**config.mk**
```make
export PLATFORM = sky130hd
export DESIGN_NAME = xorshift_inv_pipe
export DESIGN_NICKNAME = d
export VERILOG_FILES = /design/src/rtl/rand_stream_checker_pkg.sv /design/src/rtl/rand_stream_checker_inv_pipe.sv
export SDC_FILE = /design/constraint.sdc
export NUM_CORES = 1
export LEC_CHECK = 0
export CORE_ASPECT_RATIO = 1.2
export CORE_MARGIN = 2
export CORE_UTILIZATION = 33
export CTS_BUF_LIST = sky130_fd_sc_hd__clkbuf_16
export CTS_CLUSTER_DIAMETER = 60
export DETAILED_ROUTE_END_ITERATION = 16
export PLACE_DENSITY = 0.51
export REMOVE_ABC_BUFFERS = 1
export SLEW_MARGIN = 20
export SYNTH_ARGS = -nofsm -noshare
export SYNTH_HDL_FRONTEND = slang
export SYNTH_SLANG_ARGS = --single-unit
```
**constraint.sdc**
```tcl
create_clock -name clk -period 2.6 [get_ports clk]
set_clock_uncertainty 0.1 [all_clocks]
set_input_delay 0.26 -clock clk [delete_from_list [all_inputs] [get_ports clk]]
set_output_delay 0.26 -clock clk [all_outputs]
set_load 0.02 [all_outputs]
```
**src/rtl/rand_stream_checker_pkg.sv**
```systemverilog
// Shared xorshift32 constants, forward/inverse step functions and checker FSM states.
// The generator side uses the same shift constants.
package rand_stream_checker_pkg;

    localparam int unsigned XS_A = 13;
    localparam int unsigned XS_B = 17;
    localparam int unsigned XS_C = 5;

    typedef enum logic {
        IDLE,
        COLLECT
    } state_e;

    function automatic logic [31:0] xs_fwd(input logic [31:0] x);
        logic [31:0] y;
        y = x ^ (x << XS_A);
        y = y ^ (y >> XS_B);
        y = y ^ (y << XS_C);
        return y;
    endfunction

    // Each inverse undoes one xor-shift by folding in every multiple of the shift.
    function automatic logic [31:0] xs_inv_c(input logic [31:0] y);
        logic [31:0] r;
        r = y;
        for (int unsigned s = XS_C; s < 32; s += XS_C) r = r ^ (y << s);
        return r;
    endfunction

    function automatic logic [31:0] xs_inv_b(input logic [31:0] y);
        logic [31:0] r;
        r = y;
        for (int unsigned s = XS_B; s < 32; s += XS_B) r = r ^ (y >> s);
        return r;
    endfunction

    function automatic logic [31:0] xs_inv_a(input logic [31:0] y);
        logic [31:0] r;
        r = y;
        for (int unsigned s = XS_A; s < 32; s += XS_A) r = r ^ (y << s);
        return r;
    endfunction

endpackage

```
**src/rtl/rand_stream_checker_inv_pipe.sv**
```systemverilog
// Three-stage registered xorshift32 inverse: recovers the seed from the first stream word.
module xorshift_inv_pipe
    import rand_stream_checker_pkg::*;
(
    input  logic        clk,
    input  logic        rst_n,
    input  logic        in_valid,
    input  logic [31:0] in_data,
    output logic        out_valid,
    output logic [31:0] seed
);

    logic [31:0] s1_q, s2_q, s3_q;
    logic [2:0]  v_q;

    always_ff @(posedge clk or negedge rst_n) begin
        if (!rst_n) begin
            s1_q <= '0;
            s2_q <= '0;
            s3_q <= '0;
            v_q  <= '0;
        end else begin
            v_q <= {v_q[1:0], in_valid};
            if (in_valid) s1_q <= xs_inv_c(in_data);
            if (v_q[0])   s2_q <= xs_inv_b(s1_q);
            if (v_q[1])   s3_q <= xs_inv_a(s2_q);
        end
    end

    assign out_valid = v_q[2];
    assign seed      = s3_q;

endmodule

```
* Word level (Yosys, flattened, before mapping)
Index checks and enable logic that the tools add are counted.
Cells by class: bitwise gates (word level) 9
Operator list (number):
- 32-bit bitwise XOR | 8
- 32-bit by 15-bit bitwise XOR with 32-bit output | 1
Storage, ports and cells: register bits 99, input port bits 35, output and inout bits 33, word-level logic and storage cells 13

* Depth between registers and ports, before layout
Gate-level depths: netlist (run 1).
depth in word-level cells 6, mapped depth 4, gate-level depth less buffers 3

* Worst setup path after synthesis (run 1)
Ideal clock, no wire load.
path kind input port to flip-flop, start in in_data[0], end reg s1_q[25], setup time 0.125 ns, arrival time 1.323 ns, slack 1.052 ns, stages 3, buffers on the path 0, cell sequence xor3_2 xnor3_1 mux2_4
Between the ends: word-level cells in the longest chain between the ends 2
RTL lines:
- start, declared | RTL line rand_stream_checker_inv_pipe.sv:8 | input logic [31:0] in_data,
- 32-bit bitwise XOR (2 in a row) | RTL line rand_stream_checker_pkg.sv:26 | for (int unsigned s = XS_C; s < 32; s += XS_C) r = r ^ (y << s);
- end signal, assigned | RTL line rand_stream_checker_inv_pipe.sv:24 | if (in_valid) s1_q <= xs_inv_c(in_data);
- end, declared | RTL line rand_stream_checker_inv_pipe.sv:13 | logic [31:0] s1_q, s2_q, s3_q;
Every way passes these cells. A chain may end at the register's enable or synchronous reset.

* Worst setup path in the final report (run 1)
Ends and elaborated chain as after synthesis.

==> metrics.md, run 1 <==
| Metric | Value |
|---|---|
| Worst R2R Start | v_q[0]$_DFF_PN0_ |
| Final Hold Vio Count | 0 |
| Initial antenna violation count | 0 |
| CP Launch Type | primary input |
| Setup WS pre-CTS | 0.459 ns |
| DP Area | approximately 5300 sq um |
| Port Buffers | 67 |
| Ant diodes | 0 |
| Util after Layout | 42.7% |
| Worst Reg-to-Reg Cells | 2 |
| Vias in the first global route | 2,649 |
| Final period util | 68.0% |
| Pre-antenna DRT Iters | 4 |
| Vias/cell | 4.48 |
| Post-synthesis cell count | 326 |
| Mapped cell area | 4400 sq um |
| Reg-to-reg slack, setup | 1.35 ns |
| Crit-path max cell delay | 0.52 ns |
| RSZ-0062 raised after global routing | no |
| Compound-Gate Fraction of Synth Area | 4.66% |
| Outcome | finished clean |
| Num CTS Buffers | 9 |
| Residual DRC | 0 |
| Io pins | about 70 |
| CTS clk-pin slew, worst paths | 0.07 ns |
| Fillers | 1,281 |
| Setup_tns | 0 ns |
| Tot Pwr | 5.55 mW |
| CP Cell Sequence | clkdlybuf4s50_1 -> xor3_2 -> xnor3_1 -> mux2_4 |
| Core Rows | 46 |
| Power density over cell area | 991 nW/um^2 |
| Latest clock arrival within the worst-skew pair | between 0.3 and 0.4 ns |
| Capture point of the worst reg-to-reg path | s2_q[26]$_DFFE_PN0P_ |
| Final setup violating endpoints | 0 |
| Worst EP required | between 2 and 3 ns |
| Max Root-Sink Buffers | 2 |
| Max Fclk | 565 MHz |
| Post-synth cell types | 16 |
| Pleak | 2.34 nW |
| Post-cts resize count | 0 |
| Main combinational cell family by area after synthesis | XOR/XNOR gates |
| Sequential share of the synthesized area | 56.3% |
| Starting Density | 33.6% |
| Detailed Route Iter0 Violations | 72 |
| Synth-to-Final Area Change | 27.2% |
| Synthesized flop and latch total | 99 |
| Slew Limit Fails | 0 |
| Synth Area in Simple Gates | 3.49% |
| Synth Area in XOR/XNOR | 19.9% |
| Final Instance Area | between 5000 and 6000 sq um |
| CTS tree | done |
| Synth Area in Adders | 0% |
| Maximum vdd drop | 0.323 mV |
| Worst Hold Class | primary input to asynchronous set/reset pin |
| Syn Area/Cell | between 10 and 15 sq um |
| Final #Nets | roughly 430 |
| Die area | 14,300 sq um |
| Congestion Overflow GR | 0 |
| H-tree Lvls | 3 |
| Dpl hpwl | 6.04 mm |
| DIE WIDTH | 109 microns |
| DRT antenna net count | 0 |
| DIE HEIGHT | 131 microns |
| Mux contribution to synthesized area | 14.0% |
| Setup WS post-layout | 0.831 ns |
| Warnings, synthesis | 0 |
| Area of the core | 13,100 sq um |
| Total Routing Usage GR | 13.0% |
| Global-route wire length before repair | between 10 and 15 mm |
| Max FO, Critical Path | 5 |
| Wire length per cell | 15.1 microns |
| Postcts setup bufs | 0 |
| Worst slew margin | 61.8% |
| Share of layout cells above drive strength 1 | 19.2% |
| Min Tclk post-route | 1.77 ns |
| Slew @ Worst Pin | roughly 0.57 ns |
| Worst Path Arrival | 1.91 ns |
| WL final | 8.62 mm |
| CP endpoint kind | flop |
| Crit-path slowest cell | xor3_2 |
| CTS root buf | clkbuf_16 |
| Critical path class | primary input to flop |
| CTS sink cnt | about 100 |
| Via count | approximately 2,600 |
| Maxcap violations | 0 |
| Largest net degree at the start of global routing | 64 |
| GP Congestion | 0.730 |
## final cells by class
class	count	area, sq um	area share [%]
Timing Repair Buffer	75	738	13.2
Clock buffer	9	225	4.02
Tap cell	168	210	3.75
Multi-Input combinational cell	208	1850	33.1
Sequential cell	99	2480	44.2
Inverter	4	15.0	0.268
Clock inverter	7	82.6	1.47
## registers in the layout, indices dropped and copies added (netlist names)
name,cells
s2_q,32
v_q,3
seed,32
s1_q,32
## layout by cell type (no fill, tap or decap), types with 2 or more instances in the layout
master / count
mux2i_1: 4
buf_4: 7
clkdlybuf4s50_1: 65
inv_1: 4
nor2_1: 41
xor3_2: 2
clkbuf_16: 9
bufinv_16: 2
xnor2_1: 49
clkinv_1: 4
xor3_1: 5
xnor3_1: 9
dfrtp_1: 99
mux2_2: 50
a21oi_1: 41
xor2_1: 3
xnor2_2: 3
## cell usage after synthesis, drive strengths merged
master,instances,area [sq um]
xor3,7,169
nor2,41,154
mux2i,4,40.0
buf,5,21.3
xnor2,52,478
xnor3,9,203
a21oi,41,205
mux2,51,578
xor2,3,26.3
dfrtp,99,2480
clkbuf,10,37.5
inv,4,15.0
## stage by stage
step | hold slack, ns | cells
after global placement | 0.172 | 553
after floorplan | -0.136 | 311
final | 0.330 | 570
after CTS | 0.337 | 570
after detailed placement | 0.176 | 553
after global routing | 0.364 | 570
## critical path: cells and delay by family
kind,cells,cell delay (ns)
XOR/XNOR,2,0.88
buffers and inverters,1,0.51
multiplexers,1,0.26
## worst max path at each step
stage	start	slack, ns	end	cells after the start
6_report	in_data[0]	0.83	s1_q[25]$_DFFE_PN0P_	4
5_1_grt	in_data[0]	0.80	s1_q[25]$_DFFE_PN0P_	4
4_1_cts	in_data[0]	0.84	s1_q[25]$_DFFE_PN0P_	4
3_5_place_dp	in_data[0]	0.46	s1_q[25]$_DFFE_PN0P_	4
3_3_place_gp	in_data[0]	0.48	s1_q[25]$_DFFE_PN0P_	4
2_1_floorplan	v_q[0]$_DFF_PN0_	0.88	s2_q[15]$_DFFE_PN0P_	1
## routing by layer
metal	track usage (%)	vias up	routed length [microns]
met2	21.6	46	4300
met4	5.81	0	172
met5	0	-	0
li1	-	1243	-
met3	2.48	14	276
met1	16.6	1248	3880
## where the power goes
| part | internal, mW | switching (mW) | leakage (nW) | total [mW] |
|---|---|---|---|---|
| combinational | 1.03 | 0.747 | 1.07 | 1.77 |
| clock | 0.830 | 0.574 | 0.146 | 1.40 |
| sequential | 2.03 | 0.348 | 1.12 | 2.37 |
## cells by family (layout without fill, tap and decap cells)
| logic type | after synthesis | in the layout |
|---|---|---|
| DFF | 99 | 99 |
| and+or+nand+nor | 41 | 41 |
| AOI/OAI and AO/OA | 41 | 41 |
| muxes | 55 | 55 |
| buffers and inverters | 19 | 95 |
| xor gates and xnor gates | 71 | 71 |
## what timing repair did
item	4_1_cts	5_1_grt
hold buffers	1	0
setup endpoints to repair	0	0
endpoints found under the hold margin	36	0
Note: power is estimated with default switching activity, not from simulation.
==> run 2: changes to the inputs <==
- clock period: 2.6 -> 1.7 ns (I/O delays scaled with it)
==> metrics.md, run 2 (synthesis gave the netlist of run 1 again) <==
| Metric | Value |
|---|---|
| DIE HEIGHT | 131 microns (unchanged) |
| Initial antenna violation count | 0 (unchanged) |
| Detailed Route Iter0 Violations | 77 (+6.9%) |
| Crit-path slowest cell | clkdlybuf4s50_1 |
| CTS sink cnt | 99 (unchanged) |
| Num CTS Buffers | 9 (unchanged) |
| Slew Limit Fails | 0 (unchanged) |
| Final #Nets | 452 (+4.6%) |
| Area of the core | 13,100 sq um (unchanged) |
| Worst Reg-to-Reg Cells | 3 (+1) |
| Sw Pwr | 2.53 mW (+52%) |
| H-tree Lvls | 3 (unchanged) |
| Via count | 2,625 (+2.9%) |
| Critical path class | flop to primary output |
| Pre-antenna DRT Iters | 4 (unchanged) |
| Share of layout cells above drive strength 1 | 23.2% (+4.1 points) |
| Residual DRC | 0 (unchanged) |
| Core Rows | 46 (unchanged) |
| Critical path's top delay family | buffers and inverters |
| Total Routing Usage GR | 12.9% (-0.096 points) |
| CTS root buf | clkbuf_16 |
| Most frequent cells in the layout | dfrtp_1, clkdlybuf4s50_1, mux2_2 |
| Postcts setup bufs | 0 (unchanged) |
| Latest clock arrival within the worst-skew pair | 0.34 ns (about the same) |
| Tot Pwr | 8.37 mW (+51%) |
| WL final | 8.51 mm (-1.3%) |
| Logic pwr share | 33.1% (+1.1 points) |
| Wire length per cell | 14.4 microns (-4.6%) |
| Ant diodes | 0 (unchanged) |
| CTS tree | done |
| Crit-path max cell delay | 0.61 ns (+0.09 ns) |
| Reg-to-reg slack, setup | 0.44 ns (-0.91 ns) |
| Vias in the first global route | 2,704 (+2.1%) |
| Post-cts resize count | 0 (unchanged) |
| Reg power frac | 43.3% (+0.6 points) |
| Final setup violating endpoints | 0 (unchanged) |
| Worst Path Arrival | 1.32 ns (-0.59 ns) |
| Total internal power | 5.84 mW (+50%) |
| Final period util | 93.6% |
| Clk network pwr share | 23.7% (-1.6 points) |
| DIE WIDTH | 109 microns (unchanged) |
| Crit path depth | 1 (-3) |
| Largest net degree at the start of global routing | 100 (+56%) |
| Die area | 14,300 sq um (unchanged) |
| Outcome | finished clean |
| Max FO, Critical Path | 2 (-3) |
| CP Cell Sequence | clkdlybuf4s50_1 |
| Final Hold Vio Count | 0 (unchanged) |
| CP Launch Type | flop |
| Global-route wire length before repair | 13.9 mm (+0.60%) |
| Pleak | 2.44 nW (+4.3%) |
| Worst Hold Depth | 2 |
| Most common cell after layout, fill and taps aside | dfrtp_1 |
| Slew @ Worst Pin | 0.553 ns (-0.0204 ns) |
| Worst EP required | 1.43 ns (-1.31 ns) |
| Maxcap violations | 0 (unchanged) |
| Capture point of the worst reg-to-reg path | seed[30]$_DFFE_PN0P_ |
| Worst slew margin | 63.1% (+1.4 points) |
| Power density over cell area | 1450 nW/um^2 (+47%) |
| Dpl hpwl | 5.94 mm (-1.6%) |
| CP bufs+invs | 1 (unchanged) |
| Max Root-Sink Buffers | 2 (unchanged) |
| DRT antenna net count | 0 (unchanged) |
| DP Area | 5460 sq um (+3.3%) |
| Port Buffers | 67 (unchanged) |
| Hold endpoint | s1_q[31]$_DFFE_PN0P_ |
| CP endpoint kind | primary output |
| Max Fclk | 628 MHz |
| Congestion Overflow GR | 0 (unchanged) |
| Maximum vdd drop | 0.606 mV (+88%) |
| Hold wc startpoint | in_valid |
| CTS clk-pin slew, worst paths | 0.06 ns (about the same) |
| Min Tclk post-route | 1.59 ns |
| Starting Density | 33.6% (unchanged) |
| Synth-to-Final Area Change | 30.7% |
| Worst R2R Start | s2_q[4]$_DFFE_PN0P_ |
| Vias/cell | 4.45 (-0.59%) |
| Final Instance Area | 5760 sq um (+2.7%) |
| Worst Hold Class | primary input to flop |
| Switching share of power | 30.2% (+0.16 points) |
| RSZ-0062 raised after global routing | no |
| Io pins | 68 (unchanged) |
| GP Congestion | 0.731 (+0.15%) |
==> run 2: cell count changes in the layout (fill, tap and decap cells not counted), sizes merged <==
| cell | change |
|---|---|
| bufinv | -1 |
| clkinv | -2 |
| clkinvlp | +1 |
| buf | +20 |
| inv | +2 |
==> run 2: metrics by stage <==
| step | util [%] | setup TNS (ns) | std cells | worst slack, ns | hold WS, ns |
|---|---|---|---|---|---|
| 2_1_floorplan | - | -0.305 | 311 | -0.0179 | -0.226 |
| 3_3_place_gp | 41.6 | -1.09 | 573 | -0.214 | 0.175 |
| 3_5_place_dp | 41.6 | -1.23 | 573 | -0.236 | 0.184 |
| 4_1_cts | 43.9 | 0 | 590 | 0.0903 | 0.0988 |
| 5_1_grt | 43.9 | 0 | 590 | 0.0509 | 0.106 |
| 6_report | 43.9 | 0 | 590 | 0.109 | 0.109 |
==> run 2: per-layer routing <==
layer	wire length, microns	GRT usage, %
met1	3690	16.4
met2	4340	21.5
met3	332	2.78
met4	152	5.36
met5	0	0
==> run 2: cell type report <==
class / count / area (sq um)
fill: 1251 / 7370
sequential: 99 / 2480
multi-input combinational: 208 / 1850
timing repair buffer: 95 / 913
clock buffer: 9 / 225
tap: 168 / 210
clock inverter: 7 / 61.3
inverter: 4 / 15.0
==> run 2: repair_timing <==
item	CTS	global route
setup endpoints to repair	0	0
endpoints found under the hold margin	99	0
hold buffers	1	0
==> run 2: worst max path at each step <==
stage	endpoint	slack [ns]	startpoint
2_1_floorplan	s2_q[15]$_DFFE_PN0P_	-0.02	v_q[0]$_DFF_PN0_
3_3_place_gp	s1_q[25]$_DFFE_PN0P_	-0.21	in_data[0]
3_5_place_dp	s1_q[25]$_DFFE_PN0P_	-0.24	in_data[0]
4_1_cts	seed[0]	0.09	seed[0]$_DFFE_PN0P_
5_1_grt	s1_q[30]$_DFFE_PN0P_	0.05	in_data[0]
6_report	seed[0]	0.11	seed[0]$_DFFE_PN0P_
==> run 2: power by group through the flow <==
stage          clock [mW]  sequential (mW)  combinational (mW)
5_1_grt              2.16             3.74                3.02
3_3_place_gp            0             3.68                2.78
2_1_floorplan           0             3.98                1.29
6_report             1.98             3.62                2.77
4_1_cts              2.05             3.65                2.83
3_5_place_dp            0             3.69                2.81
